**src/rtl/jtag_uart_pkg.sv**
```systemverilog
// jtag_uart_pkg: register map, bit positions and FSM encoding shared by the JTAG UART stand-in
package jtag_uart_pkg;
  localparam logic ADDR_DATA = 1'b0;
  localparam logic ADDR_CTRL = 1'b1;
  localparam int RVALID_BIT = 15;
  localparam int RE_BIT = 0;
  localparam int WE_BIT = 1;
  localparam int RI_BIT = 8;
  localparam int WI_BIT = 9;
  localparam int AC_BIT = 10;
  localparam int CNT_LSB = 16;
  typedef enum logic {ST_IDLE, ST_RESP} state_e;
endpackage

```
**src/rtl/jtag_uart_slave_sync_fifo.sv**
```systemverilog
// sync_fifo: single-clock byte FIFO with occupancy count
module sync_fifo #(
  parameter int DEPTH = 64,
  parameter int AW = 6
) (
  input  logic          clk,
  input  logic          rst_n,
  input  logic          push,
  input  logic          pop,
  input  logic [7:0]    din,
  output logic [7:0]    dout,
  output logic          full,
  output logic          empty,
  output logic [AW:0]   count
);
  logic [7:0] mem_q [DEPTH];
  logic [AW-1:0] wr_ptr_q, wr_ptr_d, rd_ptr_q, rd_ptr_d;
  logic [AW:0] count_q, count_d;
  logic do_push, do_pop;
  assign full = count_q == (AW+1)'(DEPTH);
  assign empty = count_q == '0;
  assign do_push = push & ~full;
  assign do_pop = pop & ~empty;
  assign dout = mem_q[rd_ptr_q];
  assign count = count_q;
  always_comb begin
    wr_ptr_d = wr_ptr_q + AW'(do_push);
    rd_ptr_d = rd_ptr_q + AW'(do_pop);
    count_d = count_q + (AW+1)'(do_push) - (AW+1)'(do_pop);
  end
  always_ff @(posedge clk) begin
    if (!rst_n) begin
      wr_ptr_q <= '0;
      rd_ptr_q <= '0;
      count_q <= '0;
    end else begin
      wr_ptr_q <= wr_ptr_d;
      rd_ptr_q <= rd_ptr_d;
      count_q <= count_d;
    end
  end
  always_ff @(posedge clk) begin
    if (do_push) mem_q[wr_ptr_q] <= din;
  end
endmodule

```
**src/rtl/jtag_uart_slave.sv**
```systemverilog
// jtag_uart_slave: Avalon-MM JTAG UART stand-in with host-side TX/RX byte streams
module jtag_uart_slave
  import jtag_uart_pkg::*;
#(
  parameter int FIFO_DEPTH = 64,
  parameter int FIFO_AW = 6,
  parameter bit STALL_ON_FULL = 1'b0
) (
  input  logic        clk,
  input  logic        rst_n,
  input  logic        av_chipselect,
  input  logic        av_address,
  input  logic        av_read_n,
  input  logic        av_write_n,
  input  logic [31:0] av_writedata,
  output logic [31:0] av_readdata,
  output logic        av_waitrequest,
  output logic [7:0]  tx_data,
  output logic        tx_valid,
  input  logic        tx_ready,
  input  logic [7:0]  rx_data,
  input  logic        rx_valid,
  output logic        rx_ready,
  output logic        irq
);
  logic [7:0] rx_head;
  logic [FIFO_AW:0] tx_count, rx_count;
  logic tx_full, tx_empty, rx_full, rx_empty;
  logic rd, wr, wr_data, wr_ctrl, start_rd, stall;
  logic tx_push, tx_pop, rx_push, rx_pop, ri, wi;
  logic [31:0] data_word, ctrl_word;
  state_e state_q, state_d;
  logic [31:0] rdata_q, rdata_d;
  logic pop_pend_q, pop_pend_d;
  logic re_q, re_d, we_q, we_d, ac_q, ac_d, irq_q, irq_d;
  logic unused_wdata;
  assign unused_wdata = ^{av_writedata[31:11], av_writedata[9:8]};
  assign rd = av_chipselect & ~av_read_n;
  assign wr = av_chipselect & av_read_n & ~av_write_n;
  assign wr_data = wr & (av_address == ADDR_DATA);
  assign wr_ctrl = wr & (av_address == ADDR_CTRL);
  assign start_rd = (state_q == ST_IDLE) & rd;
  assign stall = STALL_ON_FULL & wr_data & tx_full;
  assign tx_push = wr_data & ~tx_full;
  assign tx_pop = ~tx_empty & tx_ready;
  assign rx_push = rx_valid & ~rx_full;
  assign rx_pop = (state_q == ST_RESP) & pop_pend_q;
  assign ri = re_q & ~rx_empty;
  assign wi = we_q & tx_empty;
  assign av_waitrequest = start_rd | stall;
  assign av_readdata = rdata_q;
  assign tx_valid = ~tx_empty;
  assign rx_ready = ~rx_full;
  assign irq = irq_q;
  sync_fifo #(.DEPTH(FIFO_DEPTH), .AW(FIFO_AW)) u_tx (
    .clk(clk), .rst_n(rst_n), .push(tx_push), .pop(tx_pop), .din(av_writedata[7:0]),
    .dout(tx_data), .full(tx_full), .empty(tx_empty), .count(tx_count)
  );
  sync_fifo #(.DEPTH(FIFO_DEPTH), .AW(FIFO_AW)) u_rx (
    .clk(clk), .rst_n(rst_n), .push(rx_push), .pop(rx_pop), .din(rx_data),
    .dout(rx_head), .full(rx_full), .empty(rx_empty), .count(rx_count)
  );
  always_comb begin
    data_word = '0;
    data_word[7:0] = rx_empty ? 8'h00 : rx_head;
    data_word[RVALID_BIT] = ~rx_empty;
    data_word[CNT_LSB +: 16] = 16'(rx_count - {{FIFO_AW{1'b0}}, ~rx_empty});
    ctrl_word = '0;
    ctrl_word[RE_BIT] = re_q;
    ctrl_word[WE_BIT] = we_q;
    ctrl_word[RI_BIT] = ri;
    ctrl_word[WI_BIT] = wi;
    ctrl_word[AC_BIT] = ac_q;
    ctrl_word[CNT_LSB +: 16] = 16'((FIFO_AW+1)'(FIFO_DEPTH) - tx_count);
  end
  // The RX pop is decided at capture time so the popped byte is the one the master sees
  always_comb begin
    state_d = start_rd ? ST_RESP : ST_IDLE;
    rdata_d = start_rd ? ((av_address == ADDR_DATA) ? data_word : ctrl_word) : rdata_q;
    pop_pend_d = start_rd & (av_address == ADDR_DATA) & ~rx_empty;
    re_d = wr_ctrl ? av_writedata[RE_BIT] : re_q;
    we_d = wr_ctrl ? av_writedata[WE_BIT] : we_q;
    ac_d = tx_pop | (ac_q & ~(wr_ctrl & av_writedata[AC_BIT]));
    irq_d = ri | wi;
  end
  always_ff @(posedge clk) begin
    if (!rst_n) begin
      state_q <= ST_IDLE;
      rdata_q <= '0;
      pop_pend_q <= 1'b0;
      re_q <= 1'b0;
      we_q <= 1'b0;
      ac_q <= 1'b0;
      irq_q <= 1'b0;
    end else begin
      state_q <= state_d;
      rdata_q <= rdata_d;
      pop_pend_q <= pop_pend_d;
      re_q <= re_d;
      we_q <= we_d;
      ac_q <= ac_d;
      irq_q <= irq_d;
    end
  end
endmodule

```
**config.mk**
```make
export PLATFORM = sky130hd
export DESIGN_NAME = jtag_uart_slave
export DESIGN_NICKNAME = d
export VERILOG_FILES = /design/src/rtl/jtag_uart_pkg.sv /design/src/rtl/jtag_uart_slave_sync_fifo.sv /design/src/rtl/jtag_uart_slave.sv
export SDC_FILE = /design/constraint.sdc
export NUM_CORES = 1
export LEC_CHECK = 0
export CORE_ASPECT_RATIO = 1.2
export CORE_MARGIN = 1
export CORE_UTILIZATION = 50
export DETAILED_ROUTE_END_ITERATION = 8
export GPL_TIMING_DRIVEN = 0
export MAX_ROUTING_LAYER = met4
export PLACE_DENSITY = 0.66
export SLEW_MARGIN = 40
export SYNTH_ARGS = -nofsm -noshare
export SYNTH_HDL_FRONTEND = slang
export SYNTH_SLANG_ARGS = --single-unit
export TNS_END_PERCENT = 20
```
**constraint.sdc**
```tcl
create_clock -name clk -period 5.9 [get_ports clk]
set_input_delay 0.59 -clock clk [delete_from_list [all_inputs] [get_ports clk]]
set_output_delay 0.59 -clock clk [all_outputs]
set_load 0.01 [all_outputs]
```
Word level (Yosys, flattened, before mapping)
Memories as Yosys holds them, arrays and structs flattened. A register that Yosys moved wholly into a read port is not among the register bits.
Index checks and enable logic that the tools add are counted.
{"block": "totals", "elab_cells": 69, "register_bits": 76, "mem_bits_rw": 1024, "n_memories": 2}
{"name": "u_rx.mem_q", "depth": 64, "word_bits": 8, "read_ports": 1, "rd_ports_with_merged_regs": 1, "wr": 1, "line": "jtag_uart_slave_sync_fifo.sv:16", "source": "logic [7:0] mem_q [DEPTH];"}
{"name": "u_tx.mem_q", "depth": 64, "word_bits": 8, "read_ports": 1, "rd_ports_with_merged_regs": 1, "wr": 1, "line": "jtag_uart_slave_sync_fifo.sv:16"}
{"block": "op_classes", "n_addsub": 10, "n_bitwise": 31, "reduce_logical": 2, "n_eq_ne": 2, "muxes": 9}
{"op": "two-way mux 32 bit", "n": 1}
{"op": "adder 6 x 1 -> 6 bit", "n": 4}
{"op": "AND 1 bit", "n": 20}
{"op": "adder 7 x 1 -> 7 bit", "n": 2}
{"op": "== test 7 bit, second input constant", "n": 2}
{"op": "logical NOT 7 bit", "n": 2}
{"op": "subtractor 7 x 1 -> 7 bit", "n": 2}
{"op": "two-way mux 6 bit", "n": 2}
{"op": "inverter 1 bit", "n": 9}
{"op": "two-way mux 8 bit", "n": 1}
{"op": "subtractor 7 x 1 -> 8 bit", "n": 1}
{"op": "subtractor 7 x 7 -> 8 bit, first input constant", "n": 1}
{"op": "two-way mux 1 bit", "n": 5}
{"op": "OR 1 bit", "n": 2}

Longest topological paths before layout
Gate-level depths: netlist of run 1.
{"block": "depth", "word_depth": 7, "depth_mapped": 18, "depth_no_buf": 18}

By module
A second synthesis of run 1 with hierarchy kept.
{"block": "hier_totals", "cells_unflattened": 2253, "hier_area_um2": 43122.6}
{"module": "sync_fifo (u_rx)", "area_per_inst_um2": 20901.3, "cells_per_inst": 1053, "seq_area_each_um2": 15755.1, "n_inst": 1}
{"module": "sync_fifo (u_tx)", "area_per_inst_um2": 20851.2, "cells_per_inst": 1044, "seq_area_each_um2": 15755.1, "n_inst": 1}
{"module": "jtag_uart_slave", "area_per_inst_um2": 1370.1, "cells_per_inst": 156, "seq_area_each_um2": 520.5, "n_inst": 1}

Worst setup path after synthesis of run 1
No wires, ideal clock.
{"block": "synth_path", "path_type": "reg-to-reg", "startpoint": "register u_tx.count_q[1] (netlist: u_tx.count[1])", "endpoint": "register u_tx.count_q[6] (netlist: u_tx.count[6])", "required_time_ps": 5772, "synth_period_minus_slack_ps": 2922, "arrival_time_ps": 2794, "slack_ps": 2978, "stages_incl_launch_ff": 15, "setup_time_ps": 128, "cell_sequence": "dfxtp_1 inv_1 ha_1 nand3_1 inv_1 a2111oi_0 ha_1 inv_1 fa_1 o21bai_1 a21oi_1 o21bai_1 a21oi_1 xor2_1 nor2_1"}
{"block": "synth_via", "elab_chain_cells": 6, "word_cells_on_any_way": 10}
{"element": "start, declared", "line": "jtag_uart_slave_sync_fifo.sv:18", "source": "logic [AW:0] count_q, count_d;"}
{"element": "start signal, assigned", "line": "jtag_uart_slave_sync_fifo.sv:39", "source": "count_q <= count_d;"}
{"element": "== test 7 bit", "line": "jtag_uart_slave_sync_fifo.sv:20", "source": "assign full = count_q == (AW+1)'(DEPTH);"}
{"element": "inverter 1 bit", "line": "jtag_uart_slave_sync_fifo.sv:22, jtag_uart_slave.sv:44"}
{"element": "AND 1 bit", "line": "jtag_uart_slave.sv:44", "source": "assign tx_push = wr_data & ~tx_full;"}
{"element": "AND 1 bit", "line": "jtag_uart_slave_sync_fifo.sv:22", "source": "assign do_push = push & ~full;"}
{"element": "adder 7 x 1 -> 7 bit", "line": "jtag_uart_slave_sync_fifo.sv:29", "source": "count_d = count_q + (AW+1)'(do_push) - (AW+1)'(do_pop);"}
{"element": "subtractor 7 x 1 -> 7 bit (*)", "line": "jtag_uart_slave_sync_fifo.sv:29"}
Every way passes the cells marked *; elsewhere a longest branch is shown, timed or not.
A chain may end at the register's enable or synchronous reset.

==> results.toml, run 1 <==
[place]
io_buffers = 64
dpl_worst_slack_ns = 1.51
gp_routability_congestion = 0.909
place_hpwl_um = 68100
dpl_cell_area_um2 = 45500
dp.cells = 3395

[cts]
clk_latency_ns = 0.66
cts_tree = "yes"
root_buffer = "clkbuf_16"
clk_pin_slew_ns = 0.06
cts_sinks = 1088
cts_buffers = 107
cts.path.max_buffers = 3
postCtsSetupBuffers = 0
cts_resized = 0
hold_buffers = 0
htree_levels = 3

[setup_path]
setup.worst_path.end = "tx_data[0]"
worstSetupStartpoint = "u_tx.rd_ptr_q[1]"
r2r_end = "u_rx.mem_q[2][4]"
startpoint_type = "flop"
r2r_start = "u_rx.count[4]"
crit_arrival_ns = 4.52
path_class = "flop to output pin"
cp_max_fo = 10
ff2ff_setup_slack_ns = 2.13
ff2ff_path_depth = 9
required_ns = 5.31
end_kind = "output pin"

[run]
maxCapViolCount = 0

[sta]
fin_crit_sh_pct = 86.6
fin_ws_ns = 0.793
tightestPinTransition_ns = 0.910
fmax_mhz = 196
slew_headroom_pct = 39.3
finalSetupViolCount = 0
fin_crit_ns = 5.11
hold_violations = 0
fin_skew_ns = 0.0216
rsz0062_at_grt = "false"
maxSlewViolCount = 0
finalSetupTns_ns = 0

[logic_synthesis]
avgSynthCellArea_um2 = 19.8
synth.area.top_cells = "edfxtp_1 (71%), mux4_2 (12%), dfxtp_1 (3.0%)"
syn-cell-area_um2 = 43100
synthDistinctLibCells = 58
synth_top_cell_by_area = "edfxtp_1"
synth_seq_area_share_pct = 74.2
ys.warnings.count = 0
async_reset_ff_share_pct = 0
synth_top_area_share_pct = 71.3
synth_edf_count = 1024
synth_seq_cells = 1088
synthCells = 2184
synth_ff_type = "edfxtp_1"

[cells_and_area]
stdcell_count = 3597
drive_gt1_share_pct = 23.1
n_antenna_cell = 0
postLayoutCellArea_um2 = 49100
synthToLayoutAreaGrowth_pct = 13.8
final_util_pct = 57.6
final_nets = 2463

[hold_path]
min_path_type = "primary input to flop"
min_from = "av_writedata[6]"

[die]
ioPinCount = 92
num_rows = 117
die_h_um = 324
core_um2 = 85200
initial_core_util_pct = 50.6
die-area_um2 = 87500
fp.dieW_um = 270

[route]
vias_per_cell = 5.99
avgRoutedWirePerCell_um = 28.3
routed_wl_um = 102000
drtIter0Drc = 2210
drt_first_pass_iters = 6
num_vias = 21600
drt.antenna.violating_nets = 0
drcViolationCount = 0

[global_route]
grt_max_degree = 65
grt-busiest-layer = "met2"
grt.overflow.total = 0
grt_pass1_wl_um = 150000
grt_pass1_vias = 22300
grt_usage_pct = 24.4
gr-usage-met2_pct = 42.3
use_met3_pct = 3.35
grtUsageMet1_pct = 29.0
antenna_found_initial = 0

[power]
irDropWorstVdd_v = 0.000242
p_per_area_nw_per_um2 = 358
p_leak_nw = 15.1

[run_status]
status = "finished clean"
-- metal layers --
metal | wire, um | share of wire [%]
met5 | 0 | 0
met3 | 6330 | 6.2
met4 | 3920 | 3.9
met1 | 37800 | 37
met2 | 53800 | 53
-- metrics by stage --
| stage | hold WS [ns] | total power [mW] |
|---|---|---|
| global route | 0.202 | 18.1 |
| CTS | 0.187 | 17.7 |
| global placement | 0.455 | 10.9 |
| finish | 0.208 | 17.6 |
| floorplan | 0.455 | 10.2 |
| detailed placement | 0.457 | 11.0 |
-- state kept, by name, indices dropped and copies added (netlist names) --
signal / count
av_readdata: 20
re_q: 1
irq: 1
ac_q: 1
u_rx.mem_q: 512
u_rx.count: 7
u_tx.count: 7
u_tx.rd_ptr_q: 6
state_q: 1
u_tx.wr_ptr_q: 6
u_tx.mem_q: 512
u_rx.rd_ptr_q: 6
u_rx.wr_ptr_q: 6
pop_pend_q: 1
we_q: 1
-- critical path, cell delays in order (launching register included) --
cell and delay [ns]:
dfxtp_1 0.39, buf_1 0.59, buf_1 0.68, mux4_2 0.44, mux4_2 0.51, mux2i_1 0.50
o22ai_1 0.23, clkdlybuf4s50_1 0.52
-- Yosys cell counts, types with 8 or more instances --
cell type,number
a211oi_1,8
a21oi_1,33
a221oi_1,12
a22o_1,10
a22oi_1,22
and2_1,15
buf_1,28
buf_2,21
buf_4,22
clkbuf_1,44
dfxtp_1,64
edfxtp_1,1024
ha_1,37
inv_1,32
mux2_2,19
mux2i_1,114
mux4_2,239
nand2_1,48
nand3_1,27
nor2_1,185
nor2b_1,12
nor3_1,9
o211ai_1,8
o21ai_0,11
o21ai_1,9
o21bai_1,8
o22ai_1,16
xnor2_1,22
xor2_1,11
-- cell families (layout without fill, tap and decap cells) --
kind of cell | Yosys count | in the layout | synth area share, %
flip-flops | 1088 | 1088 | 74.2
multiplexers | 378 | 378 | 16.0
AND/OR/NAND/NOR | 323 | 323 | 3.29
buffers and inverters | 164 | 444 | 2.08
AO/OA/AOI/OAI | 158 | 158 | 2.55
adder cells (fa/ha/maj) | 39 | 39 | 1.17
XOR/XNOR | 33 | 33 | 0.670
other | 1 | 4 | 0.00869
-- cells in the final DEF (no fill, tap or decap), types with 12 or more instances in the layout --
cell type | synthesis | final
buf_12 | 6 | 18
clkbuf_1 | 44 | 69
clkinv_2 | 0 | 18
a22oi_1 | 22 | 22
nor2b_1 | 12 | 12
clkdlybuf4s50_1 | 0 | 48
buf_1 | 28 | 25
dfxtp_1 | 64 | 64
nor2_1 | 185 | 132
buf_2 | 21 | 24
buf_4 | 22 | 38
a221oi_1 | 12 | 12
ha_1 | 37 | 37
and2_1 | 15 | 15
clkinv_1 | 0 | 20
mux2_2 | 19 | 19
a21oi_1 | 33 | 33
nand2_1 | 48 | 48
mux4_2 | 239 | 239
xnor2_1 | 22 | 22
inv_1 | 32 | 32
mux2i_1 | 114 | 114
o22ai_1 | 16 | 16
nand3_1 | 27 | 27
edfxtp_1 | 1024 | 1024
clkbuf_16 | 0 | 111
nor2_2 | 0 | 53
-- cell type report --
type	count	area, um^2
fillers	6292	36100
repair buffers	80	886
plain buffers	131	782
well taps	1130	1410
inverters	33	124
clock buffers	142	2920
flip-flops and latches	1088	32000
clock inverters	58	577
multi-input cells	935	10400
-- worst min path at each step --
| stage | endpoint | slack [ns] | depth (start not counted) |
|---|---|---|---|
| floorplan | ac_q | 0.45 | 2 |
| global placement | av_readdata[20] | 0.45 | 2 |
| detailed placement | av_readdata[20] | 0.46 | 2 |
| CTS | u_tx.mem_q[39][6] | 0.19 | 1 |
| global route | u_tx.mem_q[39][6] | 0.20 | 1 |
| finish | u_tx.mem_q[39][6] | 0.21 | 1 |
-- report_power, final --
group | switching (mW) | internal (mW) | leakage, nW | total [mW]
Clock | 2.83 | 3.96 | 1.70 | 6.79
Sequential | 0.0627 | 8.52 | 9.73 | 8.59
Combinational | 1.21 | 0.995 | 3.66 | 2.20
No activity file was read; power rests on OpenSTA's default activity.
==> run 2: changes to the inputs <==
--- a/config.mk
+++ b/config.mk
@@ -6,13 +6,13 @@
 export NUM_CORES = 1
 export LEC_CHECK = 0
 export CORE_ASPECT_RATIO = 1.2
-export CORE_MARGIN = 1
+export CORE_MARGIN = 2
 export CORE_UTILIZATION = 50
 export DETAILED_ROUTE_END_ITERATION = 8
 export GPL_TIMING_DRIVEN = 0
 export MAX_ROUTING_LAYER = met4
 export PLACE_DENSITY = 0.66
-export SLEW_MARGIN = 40
+export SKIP_CTS_REPAIR_TIMING = 1
 export SYNTH_ARGS = -nofsm -noshare
 export SYNTH_HDL_FRONTEND = slang
 export SYNTH_SLANG_ARGS = --single-unit
==> run 2 against run 1 <==
  * Critical path depth unchanged
  * Hold slack got worse by 0.022 ns
  * Routed wire length increased by 2.1%
  * Sequential power about the same
  * Count of clock-buffer cells in the layout decreased by 22
  * Critical path type unchanged
  * Critical endpoint is now tx_data[3]
  * Largest cell class unchanged
==> results.toml, run 2 (synthesis gave the netlist of run 1 again) <==
[run_status]
status = "finished clean"

[die]
fp.dieW_um = 272
initial_core_util_pct = 50.2
die-area_um2 = 88700
ioPinCount = 92
die_h_um = 326
core_um2 = 85900
num_rows = 118

[cells_and_area]
drive_gt1_share_pct = 20.5
final_nets = 2458
n_antenna_cell = 0
mostFrequentLayoutCells = "edfxtp_1 (1024), mux4_2 (239), nor2_1 (185)"
synthToLayoutAreaGrowth_pct = 13.0
mostFrequentLayoutCell = "edfxtp_1"

[global_route]
grt_pass1_wl_um = 152000
antenna_found_initial = 1
grt_max_degree = 65
grt_pass1_vias = 22500
grt_usage_pct = 24.5
grt.overflow.total = 0

[cts]
cts.path.max_buffers = 3
cts_sinks = 1088
clk_pin_slew_ns = 0.07
cts_tree = "yes"
htree_levels = 3
cts_buffers = 103
clk_latency_ns = 0.69
root_buffer = "clkbuf_16"

[setup_path]
path_buf_inv = 3
cp_max_fo = 10
path_cells = "buf_1 > clkbuf_1 > mux4_2 > mux4_2 > mux2i_1 > o22ai_1 > clkdlybuf4s50_1"
startpoint_type = "flop"
cpMaxStageDelayCell = "clkbuf_1"
r2r_start = "u_tx.count[1]"
critPathTopFamily = "buffers and inverters"
ff2ff_setup_slack_ns = 1.80
cp_slowest_stage_delay_ns = 0.68
r2r_end = "u_tx.mem_q[6][1]"
required_ns = 5.31
crit_top_cell = "mux4_2"
path_class = "flop to output pin"
ff2ff_path_depth = 8
end_kind = "output pin"
crit_arrival_ns = 4.55

[hold_path]
holdPathEnd = "u_rx.mem_q[14][0]"
min_path_type = "primary input to flop"
min_from = "rx_data[0]"
worstHoldPathCells = 1

[route]
drtIter0Drc = 2155
vias_per_cell = 6.04
met2_length_um = 54200
avgRoutedWirePerCell_um = 28.9
routed_wl_um = 104000
drt_first_pass_iters = 6
met1_length_um = 39300
highest_layer = "met4"
drt.antenna.violating_nets = 0
wl_met3_um = 6960
num_vias = 21700
drcViolationCount = 0

[sta]
maxSlewViolCount = 0
tightestPinTransition_ns = 1.27
finalSetupViolCount = 0
fin_skew_ns = 0.0312
hold_violations = 0
slew_headroom_pct = 13.1
finalSetupTns_ns = 0
fin_crit_ns = 5.14
rsz0062_at_grt = "false"
fmax_mhz = 195
fin_crit_sh_pct = 87.1

[place]
place_hpwl_um = 69900
io_buffers = 64
gp_routability_congestion = 0.892

[power]
p_sw_share_pct = 24.0
seqPwrFrac_pct = 49.6
finalPower_mw = 17.3
comb_power_share_pct = 12.7
p_per_area_nw_per_um2 = 355
p_int_mw = 13.2
p_sw_mw = 4.15
irDropWorstVdd_v = 0.000264
p_leak_nw = 15.0
p_clk_share_pct = 37.7

[run]
maxCapViolCount = 0
==> run 2: cell types whose count changed in the layout (fill, tap and decap cells not counted), moves of 3 or more <==
cell / delta
nor2_2: -53
buf_1: +3
buf_6: -4
buf_2: +13
bufinv_16: -3
clkinvlp_4: +3
clkinv_1: +9
nor2_1: +53
buf_4: -16
clkbuf_8: -3
clkbuf_1: -11
clkbuf_16: -5
clkbuf_2: -3
==> run 2: stage by stage <==
| step | worst slack (ns) | instances | util [%] | cell area (um^2) | hold WS [ns] |
|---|---|---|---|---|---|
| floorplan | 2.98 | 2187 | - | 43200 | 0.455 |
| global placement | 1.51 | 3391 | 52.6 | 45200 | 0.456 |
| detailed placement | 1.39 | 3406 | 52.9 | 45400 | 0.461 |
| CTS | 0.690 | 3597 | 56.7 | 48800 | 0.160 |
| global route | 0.655 | 3597 | 56.7 | 48800 | 0.185 |
| finish | 0.759 | 3597 | 56.7 | 48800 | 0.186 |
==> run 2: power by group through the flow <==
| stage | clock network, mW | registers [mW] | logic [mW] |
|---|---|---|---|
| final | 6.53 | 8.58 | 2.20 |
| after global routing | 6.90 | 8.59 | 2.37 |
| after CTS | 6.61 | 8.58 | 2.22 |
| after detailed placement | 0 | 8.75 | 2.20 |
| after global placement | 0 | 8.76 | 2.15 |
| after floorplan | 0 | 8.74 | 1.43 |
==> run 2: worst reg2reg max path, delay by kind of cell, from the launching register on <==
family | cells | cell delay [ns]
fa+ha+maj | 1 | 0.25
buf+inv | 2 | 0.16
simple gates | 4 | 1.94
compound gates | 1 | 0.97
flops | 1 | 0.39
==> run 2: routing by layer <==
metal	GRT usage, %	vias up
met1	29.7	11400
met5	-	-
met3	4.44	215
met2	41.7	915
met4	8.34	0
li1	-	9196
==> run 2: worst max path at each step <==
stage	from	endpoint	slack (ns)	depth (start not counted)
after global routing	u_tx.rd_ptr_q[1]	tx_data[6]	0.66	9
after detailed placement	av_read_n	u_tx.mem_q[6][6]	1.39	6
after CTS	u_tx.rd_ptr_q[1]	tx_data[3]	0.69	7
final	u_tx.rd_ptr_q[1]	tx_data[3]	0.76	7
after floorplan	u_tx.count[1]	u_tx.count[6]	2.98	14
after global placement	av_chipselect	u_tx.mem_q[6][5]	1.51	6
==> run 2: final cells by class <==
class / count / area [um^2]
Tap cell: 1140 / 1430
Fill cell: 6473 / 37200
Clock buffer: 120 / 2710
Multi-Input combinational cell: 935 / 10200
Clock inverter: 71 / 607
Buffer: 131 / 774
Timing Repair Buffer: 79 / 868
Sequential cell: 1088 / 32000
Inverter: 33 / 124
